### src/rtl/list_arbiter_if.sv
// Requester-side bus of list_arbiter: per-requester command slices in, one-hot
// grant and result beats out.
interface list_arbiter_if #(
  parameter int unsigned NUM_REQ    = 4,
  parameter int unsigned DATA_WIDTH = 32,
  parameter int unsigned LENGTH     = 8
);
  localparam int unsigned LENGTH_WIDTH = $clog2(LENGTH);

  logic [NUM_REQ-1:0]              req;
  logic [3*NUM_REQ-1:0]            req_op_sel;
  logic [DATA_WIDTH*NUM_REQ-1:0]   req_data;
  logic [LENGTH_WIDTH*NUM_REQ-1:0] req_index;
  logic [NUM_REQ-1:0]              gnt;
  logic [NUM_REQ-1:0]              rsp_valid;
  logic                            rsp_last;
  logic [LENGTH_WIDTH+DATA_WIDTH-1:0] rsp_data;
  logic                            rsp_error;

  modport master (
    output req, req_op_sel, req_data, req_index,
    input  gnt, rsp_valid, rsp_last, rsp_data, rsp_error
  );

  modport slave (
    input  req, req_op_sel, req_data, req_index,
    output gnt, rsp_valid, rsp_last, rsp_data, rsp_error
  );
endinterface

### src/rtl/list_arbiter.sv
// Round-robin arbiter sharing one list instance between NUM_REQ requesters; one
// command in flight, result beats routed back to the owner.
module list_arbiter #(
  parameter int unsigned NUM_REQ    = 4,
  parameter int unsigned DATA_WIDTH = 32,
  parameter int unsigned LENGTH     = 8,
  localparam int unsigned LENGTH_WIDTH = $clog2(LENGTH),
  localparam int unsigned ID_WIDTH     = $clog2(NUM_REQ),
  localparam int unsigned LEN_WIDTH    = $clog2(LENGTH+1)
) (
  input  logic                               clk,
  input  logic                               rst,
  list_arbiter_if.slave                      bus,
  output logic                               busy,
  output logic [2:0]                         list_op_sel,
  output logic                               list_op_en,
  output logic [DATA_WIDTH-1:0]              list_data_in,
  output logic [LENGTH_WIDTH-1:0]            list_index_in,
  input  logic [LENGTH_WIDTH+DATA_WIDTH-1:0] list_data_out,
  input  logic                               list_op_done,
  input  logic                               list_op_in_progress,
  input  logic                               list_op_error,
  input  logic [LEN_WIDTH-1:0]               list_len
);

  localparam logic [2:0] OpFindAll = 3'b010;
  localparam logic [2:0] OpFind1st = 3'b011;

  typedef enum logic [1:0] {StIdle, StIssue, StWait} state_e;

  state_e                            state_q, state_d;
  logic [ID_WIDTH-1:0]               ptr_q, ptr_d;
  logic [ID_WIDTH-1:0]               owner_q, owner_d;
  logic [NUM_REQ-1:0]                gnt_q, gnt_d;
  logic [NUM_REQ-1:0]                rsp_valid_q, rsp_valid_d;
  logic                              rsp_last_q, rsp_last_d;
  logic                              rsp_error_q, rsp_error_d;
  logic [LENGTH_WIDTH+DATA_WIDTH-1:0] rsp_data_q, rsp_data_d;
  logic                              busy_q, busy_d;
  logic                              op_en_q, op_en_d;
  logic [2:0]                        op_sel_q, op_sel_d;
  logic [DATA_WIDTH-1:0]             data_q, data_d;
  logic [LENGTH_WIDTH-1:0]           index_q, index_d;

  logic [2:0]              op_arr    [NUM_REQ];
  logic [DATA_WIDTH-1:0]   data_arr  [NUM_REQ];
  logic [LENGTH_WIDTH-1:0] index_arr [NUM_REQ];

  for (genvar g = 0; g < NUM_REQ; g++) begin : g_unpack
    assign op_arr[g]    = bus.req_op_sel[3*g +: 3];
    assign data_arr[g]  = bus.req_data[DATA_WIDTH*g +: DATA_WIDTH];
    assign index_arr[g] = bus.req_index[LENGTH_WIDTH*g +: LENGTH_WIDTH];
  end

  // Round-robin pick: first asserted req at or after the pointer.
  logic                found;
  logic [ID_WIDTH-1:0] win;
  int unsigned         idx;

  always_comb begin
    found = 1'b0;
    win   = '0;
    idx   = 0;
    for (int k = 0; k < int'(NUM_REQ); k++) begin
      idx = (int'(ptr_q) + k) % NUM_REQ;
      if (!found && bus.req[ID_WIDTH'(idx)]) begin
        found = 1'b1;
        win   = ID_WIDTH'(idx);
      end
    end
  end

  always_comb begin
    state_d     = state_q;
    ptr_d       = ptr_q;
    owner_d     = owner_q;
    gnt_d       = '0;
    rsp_valid_d = '0;
    rsp_last_d  = 1'b0;
    rsp_error_d = 1'b0;
    rsp_data_d  = rsp_data_q;
    busy_d      = busy_q;
    op_en_d     = 1'b0;
    op_sel_d    = op_sel_q;
    data_d      = data_q;
    index_d     = index_q;

    unique case (state_q)
      StIdle: begin
        if (found) begin
          gnt_d[win] = 1'b1;
          ptr_d      = ID_WIDTH'((int'(win) + 1) % NUM_REQ);
          owner_d    = win;
          // Searches on an empty list are answered here without touching the list.
          if ((op_arr[win] == OpFindAll || op_arr[win] == OpFind1st) && list_len == '0) begin
            rsp_valid_d[win] = 1'b1;
            rsp_last_d       = 1'b1;
            rsp_error_d      = 1'b1;
            rsp_data_d       = '0;
          end else begin
            op_sel_d = op_arr[win];
            data_d   = data_arr[win];
            index_d  = index_arr[win];
            op_en_d  = 1'b1;
            busy_d   = 1'b1;
            state_d  = StIssue;
          end
        end
      end
      StIssue: state_d = StWait;
      StWait: begin
        if (list_op_done) begin
          rsp_valid_d[owner_q] = 1'b1;
          rsp_data_d           = list_data_out;
          rsp_error_d          = list_op_error;
          if (!list_op_in_progress) begin
            rsp_last_d = 1'b1;
            busy_d     = 1'b0;
            state_d    = StIdle;
          end
        end
      end
      default: state_d = StIdle;
    endcase
  end

  always_ff @(posedge clk) begin
    if (rst) begin
      state_q     <= StIdle;
      ptr_q       <= '0;
      owner_q     <= '0;
      gnt_q       <= '0;
      rsp_valid_q <= '0;
      rsp_last_q  <= 1'b0;
      rsp_error_q <= 1'b0;
      rsp_data_q  <= '0;
      busy_q      <= 1'b0;
      op_en_q     <= 1'b0;
      op_sel_q    <= '0;
      data_q      <= '0;
      index_q     <= '0;
    end else begin
      state_q     <= state_d;
      ptr_q       <= ptr_d;
      owner_q     <= owner_d;
      gnt_q       <= gnt_d;
      rsp_valid_q <= rsp_valid_d;
      rsp_last_q  <= rsp_last_d;
      rsp_error_q <= rsp_error_d;
      rsp_data_q  <= rsp_data_d;
      busy_q      <= busy_d;
      op_en_q     <= op_en_d;
      op_sel_q    <= op_sel_d;
      data_q      <= data_d;
      index_q     <= index_d;
    end
  end

  assign bus.gnt       = gnt_q;
  assign bus.rsp_valid = rsp_valid_q;
  assign bus.rsp_last  = rsp_last_q;
  assign bus.rsp_data  = rsp_data_q;
  assign bus.rsp_error = rsp_error_q;
  assign busy          = busy_q;
  assign list_op_sel   = op_sel_q;
  assign list_op_en    = op_en_q;
  assign list_data_in  = data_q;
  assign list_index_in = index_q;

endmodule

### src/flat_wrapper.sv
// flat-port wrapper written by rule: the top's interface ports become plain ports
module list_arbiter_flat 
#(
  parameter int unsigned NUM_REQ    = 4,
  parameter int unsigned DATA_WIDTH = 32,
  parameter int unsigned LENGTH     = 8,
  localparam int unsigned LENGTH_WIDTH = $clog2(LENGTH),
  localparam int unsigned ID_WIDTH     = $clog2(NUM_REQ),
  localparam int unsigned LEN_WIDTH    = $clog2(LENGTH+1)
)
  (clk, rst, busy, list_op_sel, list_op_en, list_data_in, list_index_in, list_data_out, list_op_done, list_op_in_progress, list_op_error, list_len, bus_req, bus_req_op_sel, bus_req_data, bus_req_index, bus_gnt, bus_rsp_valid, bus_rsp_last, bus_rsp_data, bus_rsp_error);
  list_arbiter_if #(.NUM_REQ(NUM_REQ), .DATA_WIDTH(DATA_WIDTH), .LENGTH(LENGTH)) bus_i ();
  input  logic clk;
  input  logic rst;
  output logic busy;
  output logic [2:0] list_op_sel;
  output logic list_op_en;
  output logic [DATA_WIDTH-1:0] list_data_in;
  output logic [LENGTH_WIDTH-1:0] list_index_in;
  input  logic [LENGTH_WIDTH+DATA_WIDTH-1:0] list_data_out;
  input  logic list_op_done;
  input  logic list_op_in_progress;
  input  logic list_op_error;
  input  logic [LEN_WIDTH-1:0] list_len;
  input wire logic [$bits(bus_i.req)-1:0] bus_req;
  input wire logic [$bits(bus_i.req_op_sel)-1:0] bus_req_op_sel;
  input wire logic [$bits(bus_i.req_data)-1:0] bus_req_data;
  input wire logic [$bits(bus_i.req_index)-1:0] bus_req_index;
  output wire logic [$bits(bus_i.gnt)-1:0] bus_gnt;
  output wire logic [$bits(bus_i.rsp_valid)-1:0] bus_rsp_valid;
  output wire logic [$bits(bus_i.rsp_last)-1:0] bus_rsp_last;
  output wire logic [$bits(bus_i.rsp_data)-1:0] bus_rsp_data;
  output wire logic [$bits(bus_i.rsp_error)-1:0] bus_rsp_error;
  assign bus_i.req = bus_req;
  assign bus_i.req_op_sel = bus_req_op_sel;
  assign bus_i.req_data = bus_req_data;
  assign bus_i.req_index = bus_req_index;
  assign bus_gnt = bus_i.gnt;
  assign bus_rsp_valid = bus_i.rsp_valid;
  assign bus_rsp_last = bus_i.rsp_last;
  assign bus_rsp_data = bus_i.rsp_data;
  assign bus_rsp_error = bus_i.rsp_error;
  list_arbiter #(.NUM_REQ(NUM_REQ), .DATA_WIDTH(DATA_WIDTH), .LENGTH(LENGTH)) u_core (.clk(clk), .rst(rst), .bus(bus_i), .busy(busy), .list_op_sel(list_op_sel), .list_op_en(list_op_en), .list_data_in(list_data_in), .list_index_in(list_index_in), .list_data_out(list_data_out), .list_op_done(list_op_done), .list_op_in_progress(list_op_in_progress), .list_op_error(list_op_error), .list_len(list_len));
endmodule
### config.mk
export PLATFORM = sky130hd
export DESIGN_NAME = list_arbiter_flat
export DESIGN_NICKNAME = d
export VERILOG_FILES = /design/src/rtl/list_arbiter_if.sv /design/src/rtl/list_arbiter.sv /design/src/flat_wrapper.sv
export SDC_FILE = /design/constraint.sdc
export NUM_CORES = 1
export LEC_CHECK = 0
export ABC_AREA = 1
export ABC_CLOCK_PERIOD_IN_PS = 2500
export CAP_MARGIN = 40
export CORE_MARGIN = 2
export CORE_UTILIZATION = 35
export CTS_BUF_LIST = sky130_fd_sc_hd__clkbuf_16
export DETAILED_ROUTE_END_ITERATION = 16
export PLACE_DENSITY = 0.73
export SLEW_MARGIN = 5
export SYNTH_ARGS = -nofsm -noshare
export SYNTH_HDL_FRONTEND = slang
export SYNTH_SLANG_ARGS = --single-unit
export TNS_END_PERCENT = 1
### constraint.sdc
create_clock -name clk -period 2.5 [get_ports clk]
set_input_delay 0.25 -clock clk [delete_from_list [all_inputs] [get_ports clk]]
set_output_delay 0.25 -clock clk [all_outputs]
set_load 0.02 [all_outputs]
==> qor.yml, run 1 <==
worst_pin_slew_ns: 0.5329
drt_iter0_markers: 315
drt-met1-wl_mm: 7.655
nets: 1303
reg2reg_slack_ns: 0.13
design_area_sq_um: 8870
grt_pass1_vias: 5652
num_io_pins: 285
gp_congestion: 0.8945
drv_slew: 0
total_power_w: 0.01239
status: "finished clean"
cp.arrival_ns: 2.65
post-route-period-util_pct: 94.68
path_max_fanout: 12
cts_tree: "built"
die_area_sq_um: 15900
dr_total_vias: 6220
power_frac_clock_pct: 11.0
dp_worst_setup_slack_ns: -0.2093
relSlewSlack_pct: 64.42
required_ns: 2.78
start_util_pct: 35.91
cp_slowest_cell: "dfxtp_2"
setup_viol: 0
synth_flop_cell: "dfxtp_1"
clockRootBuffer: "clkbuf_16"
fin_cells: 1287
netlist_area_sq_um: 5219
finClkSkew_ns: 0.005799
coreArea_sq_um: 14530
seq_power_share_pct: 19.1
critPathMostFrequentCell: "nand2_2"
clk_path_buf_depth: 2
clock_latency_ns: 0.34
p_leak_nw: 3.685
peakVddDrop_v: 0.0006553
path_clk_slew_ns: 0.07
setup_slack_ns: 0.1330
die_w_um: 126.1
placed_cell_area_sq_um: 8361
dr_wl_met2_mm: 8.927
synth-warning-count: 0
start_kind: "register"
ant_nets: 0
drv_cap: 0
grt_max_degree: 52
viasPerCell: 4.833
cts_sinks: 91
cts_made_buffers: 9
yosysSeqAreaShare_pct: 34.91
final_core_util_pct: 61.03
cts_hold_buf: 0
insertedDiodeCount: 0
syn_avg_cell_area_sq_um: 6.419
synthesis.nets: 1017
numPlacedInstances: 1262
synth_enable_flop_cells: 0
crit_chain: "buf_12, inv_6, nand2_1, nand2_2, nand2_2, nand2_2, nor2_4, nand3_4, buf_4, nand2_2, inv_1, nand2_8, buf_8, o21ai_1, nor2_1"
grt_util_all_layers_pct: 21.52
drive_above_1_share_pct: 9.066
powerDensity_nw_per_um2: 1397
grt_overflow_total: 0
route.met3.wl_mm: 1.344
async_flop_share_pct: 0
final-hold-violation-count: 0
antenna_found_initial: 0
firstDrtPassIters: 4
crit_type: "register to register"
syn2layout_area_growth_pct: 69.96
ys_ff_latch: 91
wl_mm: 18.29
dpl.hpwl_mm: 13.38
hold_path.class: "register to register"
p_sw_w: 0.005787
wl_per_cell_um: 14.21
period_needed_ns: 2.367
synthCells: 813
rsz0062_at_grt: "true"
internal_power_w: 0.006601
drc: 0
cts_max_level: 3
fmax_ghz: 0.4225
highest_layer: "met4"
port_buffers: 284
fillCellCount: 1390
chipHeight_um: 126.1
grt_pass1_wl_mm: 27.86
core.rowCount: 44
synth.distinct_cells: 28
p_comb_share_pct: 69.9
sw_frac_of_total_pct: 46.71
cpPeakStageDelay_ns: 0.34
end_kind: "register"
cell families after synthesis:
family | Yosys count | share of synthesized area [%]
AO/OA/AOI/OAI | 199 | 20.95
adder cells (fa/ha/maj) | 4 | 0.9590
buffers and inverters | 86 | 8.535
flip-flops | 91 | 34.91
AND/OR/NAND/NOR | 433 | 34.64
cells in the mapped netlist (all sizes together), types with 4 or more instances:
master    n  area, sq um
a21oi    44        220.2
buf      36        252.7
clkbuf   22        85.08
dfxtp    91         1822
ha        4        50.05
inv      28        107.6
nand2   167        659.4
nand3    56        300.3
nand4    10        62.56
nor2    198        774.5
o21ai   116        580.6
o21bai   37        277.8
worst paths after layout:
check,start,endpoint,depth (start not counted)
worst min-delay path,u_core.bus.rsp_data[0]$_SDFFE_PP0P_,u_core.bus.rsp_data[0]$_SDFFE_PP0P_,2
worst min register to register,u_core.bus.rsp_data[0]$_SDFFE_PP0P_,u_core.bus.rsp_data[0]$_SDFFE_PP0P_,2
worst max-delay path,u_core.ptr_q[0]$_SDFFE_PP0P_,u_core.list_data_in[14]$_SDFFE_PP0P_,15
worst max register to register,u_core.ptr_q[0]$_SDFFE_PP0P_,u_core.list_data_in[14]$_SDFFE_PP0P_,15
power by group through the flow:
| stage | registers [W] | logic [W] | clock network (W) |
|---|---|---|---|
| 2_1_floorplan | 0.00304 | 0.00481 | 0 |
| 6_report | 0.00237 | 0.00866 | 0.00136 |
| 4_1_cts | 0.00237 | 0.00825 | 0.00140 |
| 3_5_place_dp | 0.00239 | 0.00822 | 0 |
| 3_3_place_gp | 0.00237 | 0.00814 | 0 |
| 5_1_grt | 0.00244 | 0.00960 | 0.00145 |
metrics by stage:
stage                     hold slack, ns  TNS (ns)
after floorplan                   0.3978         0
after global placement            0.4585    -2.107
after detailed placement          0.4689    -4.810
after CTS                         0.4854         0
after global routing              0.4993   -0.1798
final                             0.4783         0
routing by layer:
| metal | global-route usage (%) | vias to the layer above |
|---|---|---|
| li1 | - | 3229 |
| met1 | 25.87 | 2751 |
| met2 | 37.51 | 217 |
| met3 | 5.183 | 23 |
| met4 | 7.498 | 0 |
| met5 | 0 | - |
layout by cell type (no fill, tap or decap), drive strengths merged:
cell type	n
nor3	1
dfxtp	91
clkinvlp	2
buf	47
nand2	167
a211oi	1
nand4	10
ha	4
clkinv	2
a21oi	44
clkbuf	10
nor4	1
clkdlybuf4s50	284
o21ai	116
bufinv	1
o21bai	37
nand3	56
nor2	199
o21a	1
inv	29
final cells by class:
type,count,area [sq um],share of cell area [%]
Clock inverter,6,66.31,0.7476
Multi-Input combinational cell,637,3038,34.25
Inverter,28,110.1,1.241
Sequential cell,91,1824,20.57
Clock buffer,9,225.2,2.539
Timing Repair Buffer,332,3376,38.06
Tap cell,184,230.2,2.596
critical path, delay by kind of cell, from the launching register on:
kind | cells | cell delay, ns
DFF | 1 | 0.34
buffers and inverters | 5 | 0.77
AOI/OAI and AO/OA | 1 | 0.07
and+or+nand+nor | 9 | 1.12
repair_timing:
action / 4_1_cts / 5_1_grt
buffers inserted: 0 / 8
pin swaps: 0 / 7
hold endpoints to repair: 0 / 0
gates resized for setup: 1 / 33
gates cloned: 0 / 2
setup endpoints to repair: 1 / 77
registers in the layout (all words and copies together), names as in the netlist:
register,flops
u_core.bus.rsp_data,35
u_core.list_data_in,32
u_core.bus.gnt,4
u_core.bus.rsp_valid,4
u_core.list_index_in,3
u_core.list_op_sel,3
u_core.owner_q,2
u_core.ptr_q,2
u_core.state_q,2
u_core.bus.rsp_error,1
u_core.bus.rsp_last,1
u_core.busy,1
u_core.list_op_en,1
Note: power is estimated with default switching activity, not from simulation.
==> run 2, diff against run 1 <==
- CORE_UTILIZATION: 35 -> 40
- PLACE_DENSITY: 0.73 -> 0.82
==> qor.yml, run 2 (synthesized netlist as in run 1, its figures left out) <==
path_clk_slew_ns: 0.07  # about the same
final-hold-violation-count: 0  # unchanged
whs_ns: 0.4741  # was 0.4783 ns
setup_viol: 0  # unchanged
grt_max_degree: 53  # was 52
core.rowCount: 41  # was 44
grt_pass1_wl_mm: 28.20  # was 27.86 mm
port_buffers: 284  # unchanged
status: "finished clean"  # unchanged
die_w_um: 118.2  # was 126.1 um
syn2layout_area_growth_pct: 67.08  # was 69.96%
hold_path.class: "register to register"  # unchanged
chipHeight_um: 118.2  # was 126.1 um
cts_sinks: 91  # unchanged
worst_pin_slew_ns: 0.4623  # was 0.5329 ns
finClkSkew_ns: 0.006612  # was 0.005799 ns
multi_input_area_sq_um: 2995  # was 3038 sq um
drv_cap: 0  # unchanged
largest_register_ffs: 35  # unchanged
clockRootBuffer: "clkbuf_16"  # unchanged
p_leak_nw: 3.636  # was 3.685 nW
start_util_pct: 41.19  # was 35.91%
ant_nets: 0  # unchanged
layout_commonest_cell: "clkdlybuf4s50_1"  # unchanged
grt_util_all_layers_pct: 24.60  # was 21.52%
cts_hold_buf: 0  # unchanged
rsz0062_at_grt: "true"  # unchanged
peakVddDrop_v: 0.0007906  # was 0.0006553 V
firstDrtPassIters: 5  # was 4
end_kind: "register"  # unchanged
dpl.hpwl_mm: 13.54  # was 13.38 mm
cts_made_buffers: 9  # unchanged
cts_tree: "built"  # unchanged
total_power_w: 0.01232  # was 0.01239 W
path_max_fanout: 9  # was 12
cp.arrival_ns: 2.59  # was 2.65 ns
clk_path_buf_depth: 2  # unchanged
gp_congestion: 0.8730  # was 0.8945
num_io_pins: 285  # unchanged
drt_iter0_markers: 465  # was 315
start_kind: "register"  # unchanged
grt_overflow_total: 0  # unchanged
fmax_ghz: 0.4241  # was 0.4225 GHz
fillCellCount: 1164  # was 1390
die_area_sq_um: 13980  # was 15900 sq um
wl_per_cell_um: 14.45  # was 14.21 um
drc: 0  # unchanged
post-route-period-util_pct: 94.32  # was 94.68%
crit_type: "register to register"  # unchanged
viasPerCell: 5.017  # was 4.833
drv_slew: 0  # unchanged
dr_total_vias: 6347  # was 6220
wl_mm: 18.28  # was 18.29 mm
final-seq-area_sq_um: 1824  # unchanged
insertedDiodeCount: 0  # unchanged
nets: 1292  # was 1303
grt_pass1_vias: 5860  # was 5652
clock_latency_ns: 0.33  # was 0.34 ns
drive_above_1_share_pct: 7.228  # was 9.066%
powerDensity_nw_per_um2: 1413  # was 1397 nW/um^2
final_cell_mix: "284 x clkdlybuf4s50_1, 194 x nor2_1, 158 x nand2_1"  # was 284 x clkdlybuf4s50_1, 188 x nor2_1, 155 x nand2_1
antenna_found_initial: 0  # unchanged
cts_max_level: 3  # unchanged
required_ns: 2.73  # was 2.78 ns
period_needed_ns: 2.358  # was 2.367 ns
coreArea_sq_um: 12670  # was 14530 sq um
relSlewSlack_pct: 69.06  # was 64.42%
## run 2: final cells by class
type / count / area share, %
clock buffer: 9 / 2.583
multi-input combinational: 637 / 34.35
sequential: 91 / 20.92
timing repair buffer: 321 / 37.55
inverter: 28 / 1.234
clock inverter: 7 / 0.8897
tap: 172 / 2.468
## run 2: path summary, 6_finish.rpt
check	startpoint	to	slack [ns]	cells past startpoint
worst min-delay path	u_core.busy$_SDFFE_PP0P_	u_core.busy$_SDFFE_PP0P_	0.47	2
worst max register to register	u_core.ptr_q[0]$_SDFFE_PP0P_	u_core.busy$_SDFFE_PP0P_	0.14	16
worst max-delay path	u_core.ptr_q[0]$_SDFFE_PP0P_	u_core.busy$_SDFFE_PP0P_	0.14	16
worst min register to register	u_core.busy$_SDFFE_PP0P_	u_core.busy$_SDFFE_PP0P_	0.47	2
## run 2: critical path, stage by stage, from the launching register on
cell      delay, ns
dfxtp_2        0.34
buf_6          0.14
nand2_1        0.07
nand2_2        0.09
nand2_2        0.08
nand2_2        0.07
nor2_4         0.16
nand4_1        0.13
nand2_2        0.15
inv_2          0.06
buf_4          0.14
nand2_1        0.06
nand3_1        0.10
nor2_4         0.27
buf_6          0.17
nor2_1         0.05
o21bai_1       0.16
## run 2: per-stage QoR
stage          area (sq um)  worst slack, ns  setup TNS [ns]  cells  utilization (%)
6_report               8720           0.1420               0   1265            68.82
5_1_grt                8720         -0.02390         -0.1158   1265            68.82
3_3_place_gp           8320        0.0006664               0   1245            65.67
2_1_floorplan          5219           0.4407               0    813                -
4_1_cts                8623          0.03694               0   1261            68.06
3_5_place_dp           8320          -0.1230          -3.037   1245            65.67
## run 2: routing by layer
layer | wire [um] | GRT usage, % | vias up
li1 | - | - | 3200
met1 | 7271 | 28.28 | 2875
met2 | 9253 | 44.83 | 246
met3 | 1337 | 5.212 | 26
met4 | 416 | 8.358 | 0
met5 | 0 | 0 | -
## run 2: power breakdown
part | internal, W | total (W) | switching (W)
sequential | 0.00206 | 0.00237 | 0.000304
combinational | 0.00368 | 0.00858 | 0.00490
clock | 0.000782 | 0.00138 | 0.000594
## run 2: what timing repair did
action                                  4_1_cts  5_1_grt
gates resized for setup                       0        9
endpoints found under the setup margin        0       74
buffers inserted                              0        2
